$ cat config.mk
export PLATFORM = sky130hd
export DESIGN_NAME = flow_queue_allocator
export DESIGN_NICKNAME = d
export VERILOG_FILES = /design/src/rtl/flow_queue_allocator.sv
export SDC_FILE = /design/constraint.sdc
export NUM_CORES = 2
export LEC_CHECK = 0
export CAP_MARGIN = 10
export CELL_PAD_IN_SITES_DETAIL_PLACEMENT = 1
export CELL_PAD_IN_SITES_GLOBAL_PLACEMENT = 1
export CORE_ASPECT_RATIO = 0.5
export CORE_MARGIN = 2
export CORE_UTILIZATION = 30
export CTS_CLUSTER_DIAMETER = 40
export CTS_CLUSTER_SIZE = 10
export DETAILED_ROUTE_END_ITERATION = 10
export HOLD_SLACK_MARGIN = 0.12
export PLACE_DENSITY_LB_ADDON = 0.1
export SLEW_MARGIN = 20
export SYNTH_ARGS = -nofsm -noshare
export SYNTH_HDL_FRONTEND = slang
export SYNTH_SLANG_ARGS = --single-unit
$ cat constraint.sdc
create_clock -name i_clk -period 13.98 [get_ports i_clk]
set_input_delay 2.796 -clock i_clk [delete_from_list [all_inputs] [get_ports i_clk]]
set_output_delay 2.796 -clock i_clk [all_outputs]
set_load 0.02 [all_outputs]
$ cat src/rtl/flow_queue_allocator.sv
// flow_queue_allocator
// Maps arriving packet fragments onto reassembly queues by flow id. Each queue
// remembers its flow, how many fragments it holds, whether the last fragment
// has arrived, and how long it has been idle. Idle incomplete queues are
// reclaimed after TIMEOUT cycles. All results appear one cycle after the strobe.

module flow_queue_allocator #(
  parameter int FLOWID_W = 14,
  parameter int FRAG_W   = 4,
  parameter int QNUM     = 32,
  parameter int QID_W    = 5,
  parameter int AGE_W    = 16,
  parameter int TIMEOUT  = 50000
) (
  input  logic                i_clk,
  input  logic                i_rst,
  input  logic [FLOWID_W-1:0] iv_flowid,
  input  logic [FRAG_W-1:0]   iv_frag_id,
  input  logic                i_last_frag_flag,
  input  logic                i_flowid_wr,
  output logic [QID_W-1:0]    ov_queue_id,
  output logic [FRAG_W:0]     ov_queue_usedw,
  output logic                o_queue_id_wr,
  output logic                o_last_frag,
  output logic                o_all_queue_used,
  output logic                o_frag_err,
  input  logic [QID_W-1:0]    iv_queue_id_free,
  input  logic                i_queue_id_free_wr,
  output logic [QNUM-1:0]     ov_queue_empty,
  output logic [QNUM-1:0]     ov_timeout_vec
);

  // An entry is reclaimed on the edge where its age would reach TIMEOUT.
  localparam logic [AGE_W-1:0]  AGE_LAST  = AGE_W'(TIMEOUT - 1);
  localparam logic [FRAG_W:0]   USEDW_ONE = (FRAG_W + 1)'(1'b1);

  // Queue table
  logic [QNUM-1:0]     valid_r;
  logic [QNUM-1:0]     complete_r;
  logic [FLOWID_W-1:0] flowid_r [QNUM];
  logic [FRAG_W:0]     usedw_r  [QNUM];
  logic [AGE_W-1:0]    age_r    [QNUM];

  // Per-cycle decisions
  logic [QNUM-1:0]  free_sel_s;
  logic [QNUM-1:0]  match_s;
  logic [QNUM-1:0]  empty_s;
  logic [QNUM-1:0]  timeout_s;
  logic [QID_W-1:0] hit_q_s;
  logic [QID_W-1:0] alloc_q_s;
  logic             hit_s;
  logic             any_empty_s;
  logic             frag_zero_s;
  logic             frag_ok_s;
  logic [FRAG_W:0]  hit_usedw_s;
  logic [FRAG_W:0]  next_usedw_s;
  logic             accept_hit_s;
  logic             alloc_s;
  logic             full_s;
  logic             err_s;

  // Decode the release strobe into a one-hot queue mask.
  always_comb begin
    free_sel_s = {QNUM{1'b0}};
    if (i_queue_id_free_wr) begin
      free_sel_s[iv_queue_id_free] = 1'b1;
    end else begin
      free_sel_s = {QNUM{1'b0}};
    end
  end

  // Parallel flow-id compare; a queue being released is invisible to lookup and allocation.
  always_comb begin
    match_s = {QNUM{1'b0}};
    empty_s = {QNUM{1'b0}};
    for (int q = 0; q < QNUM; q++) begin
      match_s[q] = valid_r[q] & (flowid_r[q] == iv_flowid) & ~free_sel_s[q];
      empty_s[q] = ~valid_r[q] & ~free_sel_s[q];
    end
  end

  // Lowest-index priority encoders for the matching queue and the free queue.
  always_comb begin
    hit_q_s   = {QID_W{1'b0}};
    alloc_q_s = {QID_W{1'b0}};
    for (int q = QNUM - 1; q >= 0; q--) begin
      hit_q_s   = match_s[q] ? QID_W'(q) : hit_q_s;
      alloc_q_s = empty_s[q] ? QID_W'(q) : alloc_q_s;
    end
    hit_s       = |match_s;
    any_empty_s = |empty_s;
  end

  // Classify the arriving fragment into exactly one outcome.
  always_comb begin
    frag_zero_s  = (iv_frag_id == {FRAG_W{1'b0}});
    hit_usedw_s  = usedw_r[hit_q_s];
    next_usedw_s = hit_usedw_s + USEDW_ONE;
    // A full queue (usedw = 2^FRAG_W) can never match a FRAG_W-bit index, so usedw cannot wrap.
    frag_ok_s    = ~complete_r[hit_q_s] & (hit_usedw_s == {1'b0, iv_frag_id});
    accept_hit_s = i_flowid_wr & hit_s & frag_ok_s;
    alloc_s      = i_flowid_wr & ~hit_s & frag_zero_s & any_empty_s;
    full_s       = i_flowid_wr & ~hit_s & frag_zero_s & ~any_empty_s;
    err_s        = i_flowid_wr & ((hit_s & ~frag_ok_s) | (~hit_s & ~frag_zero_s));
  end

  // Aging expiry; an accepted fragment or a release on the same queue suppresses it.
  always_comb begin
    timeout_s = {QNUM{1'b0}};
    for (int q = 0; q < QNUM; q++) begin
      timeout_s[q] = valid_r[q] & ~complete_r[q] & (age_r[q] == AGE_LAST) & ~free_sel_s[q]
                     & ~(accept_hit_s & (hit_q_s == QID_W'(q)));
    end
  end

  // Table update: clear on reset/release/expiry, else accept, allocate or age.
  always_ff @(posedge i_clk) begin
    for (int q = 0; q < QNUM; q++) begin
      if (i_rst || free_sel_s[q] || timeout_s[q]) begin
        valid_r[q]    <= 1'b0;
        complete_r[q] <= 1'b0;
        flowid_r[q]   <= {FLOWID_W{1'b0}};
        usedw_r[q]    <= {(FRAG_W + 1){1'b0}};
        age_r[q]      <= {AGE_W{1'b0}};
      end else if (accept_hit_s && (hit_q_s == QID_W'(q))) begin
        usedw_r[q]    <= next_usedw_s;
        complete_r[q] <= i_last_frag_flag;
        age_r[q]      <= {AGE_W{1'b0}};
      end else if (alloc_s && (alloc_q_s == QID_W'(q))) begin
        valid_r[q]    <= 1'b1;
        complete_r[q] <= i_last_frag_flag;
        flowid_r[q]   <= iv_flowid;
        usedw_r[q]    <= USEDW_ONE;
        age_r[q]      <= {AGE_W{1'b0}};
      end else if (valid_r[q] && !complete_r[q] && (age_r[q] != {AGE_W{1'b1}})) begin
        age_r[q]      <= age_r[q] + AGE_W'(1'b1);
      end else begin
        age_r[q]      <= age_r[q];
      end
    end
  end

  // Registered result strobes and the queue/usedw they qualify.
  always_ff @(posedge i_clk) begin
    if (i_rst) begin
      o_queue_id_wr    <= 1'b0;
      o_last_frag      <= 1'b0;
      o_all_queue_used <= 1'b0;
      o_frag_err       <= 1'b0;
      ov_queue_id      <= {QID_W{1'b0}};
      ov_queue_usedw   <= {(FRAG_W + 1){1'b0}};
      ov_timeout_vec   <= {QNUM{1'b0}};
    end else begin
      o_queue_id_wr    <= accept_hit_s | alloc_s;
      o_last_frag      <= (accept_hit_s | alloc_s) & i_last_frag_flag;
      o_all_queue_used <= full_s;
      o_frag_err       <= err_s;
      ov_timeout_vec   <= timeout_s;
      if (accept_hit_s) begin
        ov_queue_id    <= hit_q_s;
        ov_queue_usedw <= next_usedw_s;
      end else if (alloc_s) begin
        ov_queue_id    <= alloc_q_s;
        ov_queue_usedw <= USEDW_ONE;
      end else begin
        ov_queue_id    <= {QID_W{1'b0}};
        ov_queue_usedw <= {(FRAG_W + 1){1'b0}};
      end
    end
  end

  assign ov_queue_empty = ~valid_r;

  flow_queue_allocator_chk #(
    .FRAG_W (FRAG_W),
    .QNUM   (QNUM)
  ) u_chk (
    .i_clk            (i_clk),
    .i_rst            (i_rst),
    .i_flowid_wr      (i_flowid_wr),
    .o_queue_id_wr    (o_queue_id_wr),
    .o_last_frag      (o_last_frag),
    .o_all_queue_used (o_all_queue_used),
    .o_frag_err       (o_frag_err),
    .ov_queue_usedw   (ov_queue_usedw),
    .ov_queue_empty   (ov_queue_empty),
    .ov_timeout_vec   (ov_timeout_vec)
  );

endmodule

// Interface invariants of the allocator, kept apart from the datapath.
module flow_queue_allocator_chk #(
  parameter int FRAG_W = 4,
  parameter int QNUM   = 32
) (
  input logic              i_clk,
  input logic              i_rst,
  input logic              i_flowid_wr,
  input logic              o_queue_id_wr,
  input logic              o_last_frag,
  input logic              o_all_queue_used,
  input logic              o_frag_err,
  input logic [FRAG_W:0]   ov_queue_usedw,
  input logic [QNUM-1:0]   ov_queue_empty,
  input logic [QNUM-1:0]   ov_timeout_vec
);

  a_one_result: assert property (@(posedge i_clk) disable iff (i_rst)
    i_flowid_wr |=> $onehot({o_queue_id_wr, o_all_queue_used, o_frag_err}));

  a_no_spurious: assert property (@(posedge i_clk) disable iff (i_rst)
    $onehot0({o_queue_id_wr, o_all_queue_used, o_frag_err}));

  a_last_qualified: assert property (@(posedge i_clk) disable iff (i_rst)
    o_last_frag |-> o_queue_id_wr);

  a_usedw_nonzero: assert property (@(posedge i_clk) disable iff (i_rst)
    o_queue_id_wr |-> (ov_queue_usedw != {(FRAG_W + 1){1'b0}}));

  a_timeout_empties: assert property (@(posedge i_clk) disable iff (i_rst)
    (ov_timeout_vec & ~ov_queue_empty) == {QNUM{1'b0}});

  a_reset_state: assert property (@(posedge i_clk)
    i_rst |=> (ov_queue_empty == {QNUM{1'b1}}) && !o_queue_id_wr && !o_frag_err && !o_all_queue_used);

endmodule

After elaboration in Yosys (flattened, before gate mapping)
Memory sizes are Yosys's and may differ from the RTL's.
Cells that the tools add are included.

word-level totals
  memory bits (writable) = 1120
  input bits = 28
  register bits after elaboration = 110
  output and inout bits = 78
  logic and storage cells = 2191
  memories kept = 3

memories
  memory    depth  bits a word  rd ports  clocked after Yosys merged registers in  write ports  RTL line  RTL
  age_r     32     16           32        0                                        32           42        logic [AGE_W-1:0] age_r [QNUM];
  flowid_r  32     14           32        0                                        32           40        logic [FLOWID_W-1:0] flowid_r [QNUM];
  usedw_r   32     5            1         0                                        32           41        logic [FRAG_W:0] usedw_r [QNUM];

cells by class
  reductions and logical operators = 294
  equal/unequal tests = 159
  mux-type cells = 969
  $lt $le $gt $ge = 3
  add/subtract/negate cells = 33
  bitwise operators = 659

operators with widths
  kind                     count
  $mux W16                 128
  $mux W1                  675
  $mux W5                  131
  $add A16 B1 Y16 const B  32
  $eq A16 B16 Y1 const B   32
  $ne A16 B16 Y1 const B   32
  $eq A14 B14 Y1           32
  $mux W14                 32
  $and A1 B1 Y1            267
  $or A1 B1 Y1             226
  $not A1 Y1               165
  $eq A5 B5 Y1 const B     32
  $logic_and A1 B1 Y1      129
  $eq A5 B4 Y1 const B     16
  $logic_or A1 B1 Y1       64
  $reduce_and A2 Y1        32
  $reduce_bool A2 Y1       32
  $reduce_or A32 Y1        2
  $eq A5 B3 Y1 const B     8
  $logic_not A1 Y1         32
  $mux W32                 1
  $not A32 Y32             1
  $eq A5 B2 Y1 const B     4
  $lt A5 B6 Y1 const B     2
  8 further kinds          10

Depth between registers and ports, before layout
  word-level depth = 54
  mapped depth = 26
  gate-level depth less buffers = 17

Worst setup path before layout
No wires, ideal clock.

  kind = input to register
  start point = in iv_flowid[8]
  end point = mem flowid_r[27][0], in the netlist flowid_r[1][154], enable pin
  cell stages on the path = 21
  data arrival time = 7.908 ns
  buffers on the path = 6
  setup slack = 5.668 ns
  data required time = 13.576 ns
  library setup time = 0.404 ns
  path through = buf_2 -> buf_2 -> xor2_1 -> nor3_2 -> nand3_1 -> or4_1 -> o211a_1 -> a2111o_1 -> a41o_1 -> buf_6 -> buf_6 -> a2111oi_4 -> nor3_1 -> and3_1 -> o31a_1 -> o211a_1 -> and3_1 -> buf_6 -> buf_6 -> and4b_1 -> o21ai_0

RTL lines
  what                RTL line  RTL
  start: declaration  17        input logic [FLOWID_W-1:0] iv_flowid,
  end: declaration    40

==> results_dict.tcl <==
set metrics [dict create \
    worstReg2RegEnd "age_r[1][238]$_SDFFCE_PN0P_" \
    async_flop_share_pct 0 \
    synth_top_family_by_area "simple AND/OR/NAND/NOR gates" \
    vdd_drop_max_uv 98.7 \
    grt_pass1_wl_mm 400 \
    clk_latency_ns 0.88 \
    antenna_found_initial 20 \
    post-cts-setup-buffer-count 0 \
    slew_viol_final 0 \
    skew_ns 0.0678 \
    endpoint_kind "flop" \
    synth_area_um2 68200 \
    hpwl_mm 207 \
    min_period_ns 11.67 \
    hold_depth 2 \
    synth_ff_type "edfxtp_1" \
    area_growth_pct 15.2 \
    finalCritPeriodShare_pct 83.5 \
    run_status "completed" \
    postCtsResizedCells 0 \
    setup_viol 0 \
    synthMuxAreaShare_pct 1.23 \
    synthAdderAreaFrac_pct 0.605 \
    start_kind "input port" \
    synth_compound_area_share_pct 4.90 \
    grt_pass1_vias 54000 \
    wl_per_cell_um 29.4 \
    synth_cells 6320 \
    viasPerCell 5.62 \
    hold_start "complete_r[4]$_SDFFE_PP0P_" \
    tritoncts "yes" \
    finalPower_mw 9.41 \
    ant_nets 0 \
    worst-path-max-fanout 39 \
    arrival_ns 12.12 \
    dieArea_um2 231000 \
    synth_xor_area_share_pct 11.6 \
    drt_iter0_markers 5328 \
    num_vias 53800 \
    r2r-start "flowid_r[1][160]$_SDFFCE_PN0P_" \
    maxClockFrequency_ghz 0.0857 \
    hp-class "flop to flop" \
    cts_hold_buf 0 \
    grt_usage_pct 23.6 \
    clock_sinks 1230 \
    htree_levels 4 \
    start_util_pct 30.3 \
    cts_inserted_buffers 180 \
    grt_overflow 0 \
    die_h_um 341 \
    final_nets 6496 \
    yosysWarnings 0 \
    place_area_um2 72800 \
    seq_area_frac_synth_pct 52.5 \
    reg2reg_slack_ns 4.63 \
    path_class "input port to flop" \
    worst_ep_required_time_ns 14.43 \
    layout_common_cells "edfxtp_1, xnor2_1, nor3_1" \
    power_density_nw_per_um2 120 \
    p_leak_nw 26.8 \
    portBuffers 105 \
    drt-total-wl_mm 281 \
    synth-edff-count 1120 \
    clk_pin_slew_worst_paths_ns 0.06 \
    rr_worst_depth 18 \
    min_to "complete_r[4]$_SDFFE_PP0P_" \
    fp.dieW_um 678 \
    rows 123 \
    max_slew.worst_pin.slew_ns 1.18 \
    globalplace.congestion 0.962 \
    setup_tns_ns 0 \
    ys_types 110 \
    yosys.area_share.simple_pct 25.9 \
    max-slew-margin-rel_pct 20.6 \
    core_um2 225000 \
    fill_cells 24500 \
    synth_nets 6381 \
    drv_cap 0 \
    first_pass_iters 5 \
    drive_above_1_share_pct 9.79 \
    clock_path_buffers 4 \
    syn_avg_cell_area_um2 10.8 \
    pin_count 106 \
    fin_area_um2 78600 \
    cts-root-buf "clkbuf_16" \
    finalHoldViolCount 0 \
    timing.hold.ws_ns 0.485 \
    rsz0062_at_grt "no" \
    drc 0 \
    grt_max_degree 41 \
    ys_ff_latch 1230 \
    mostFrequentLayoutCell "edfxtp_1" \
]
worst max-delay path by stage:
stage / startpoint / endpoint / slack, ns / cells after the start
final: iv_queue_id_free[3] / age_r[1][238]$_SDFFCE_PN0P_ / 2.31 / 19
after global routing: iv_queue_id_free[1] / age_r[1][239]$_SDFFCE_PN0P_ / 2.07 / 19
after CTS: iv_queue_id_free[3] / age_r[1][239]$_SDFFCE_PN0P_ / 2.51 / 19
after detailed placement: iv_queue_id_free[3] / age_r[1][236]$_SDFFCE_PN0P_ / 1.61 / 19
after global placement: iv_queue_id_free[3] / age_r[1][237]$_SDFFCE_PN0P_ / 1.95 / 19
after floorplan: iv_flowid[8] / flowid_r[1][154]$_SDFFCE_PN0P_ / 5.67 / 21
state kept, by name (all words and copies together), names as in the netlist, 5 cells and up:
| signal | count |
|---|---|
| usedw_r | 160 |
| ov_timeout_vec | 32 |
| valid_r | 32 |
| ov_queue_usedw | 5 |
| age_r | 512 |
| flowid_r | 448 |
| complete_r | 32 |
| ov_queue_id | 5 |
area by class of cell:
type	count	area [µm²]	area share (%)
clock buffers	222	4790	6.09
repair buffers	276	2350	2.99
clock inverters	81	931	1.18
diodes	6	15.0	0.0191
inverters	120	450	0.573
flip-flops and latches	1230	35800	45.6
multi-input cells	4627	30500	38.8
well taps	3000	3750	4.78
power breakdown:
group          switching (mW)  total (mW)  leakage, nW  internal [mW]
Clock                    1.80        4.55         2.78           2.75
Combinational           0.427       0.600         11.7          0.173
Sequential              0.112        4.26         12.3           4.15
cell usage after synthesis, types with 31 or more instances:
library cell  instances  area [µm²]
a21oi_1              54         270
nor4b_1             138        1210
nand4_1             223        1400
xnor2_1             471        4130
ha_1                 33         413
nor2b_1              37         231
nand2b_1             61         382
or2_2                35         219
or4_1                44         330
buf_2                70         350
nand3_1             256        1280
nor3_1              467        2340
nand2_1             416        1560
dfxtp_1             110        2200
clkbuf_1            199         747
o21ai_0              43         215
a31o_2               33         289
or3_1                31         194
inv_1               119         447
edfxtp_1           1120       33600
and3_1              399        2500
nor2_1              453        1700
xor2_1              434        3800
and2_1              300        1880
mux2i_1              59         591
nor3b_1              42         315
nor4_1              150         938
critical path, cell delays in order:
cell	delay, ns
clkdlybuf4s50_1	0.52
nand4bb_1	0.61
nor2_1	1.02
nor2_1	0.18
and3_1	0.23
a31oi_1	0.38
o311ai_0	0.31
a211oi_1	0.74
a21o_1	0.86
buf_4	0.39
mux2i_1	0.13
a22o_1	0.27
nor3_2	0.21
xor2_1	0.12
o22ai_1	0.55
and3_4	0.76
buf_4	0.47
a211o_1	0.75
nand2b_1	0.73
metrics by stage:
stage	util, %	std cells	worst slack (ns)
CTS	34.8	9555	2.51
floorplan	-	6320	5.67
global placement	32.3	9252	1.95
global route	34.8	9556	2.07
detailed placement	32.3	9252	1.61
finish	34.9	9562	2.31
cells by family (layout without fill, tap and decap cells):
family / count (synthesis) / after routing
simple gates: 3178 / 3178
flops: 1230 / 1230
xor+xnor: 905 / 905
buf+inv: 463 / 699
compound gates: 432 / 432
mux: 79 / 79
fa+ha+maj: 33 / 33
other cells: 0 / 6
per-layer routing:
layer  vias to the layer above  track usage, %  routed length [µm]
li1                      23600               -                   -
met1                     27900            36.0              136000
met2                      1855            33.8              115000
met3                       393            4.61               22000
met4                         2            6.25                7670
met5                         -               0                  13
(Power assumes the default switching activity.)
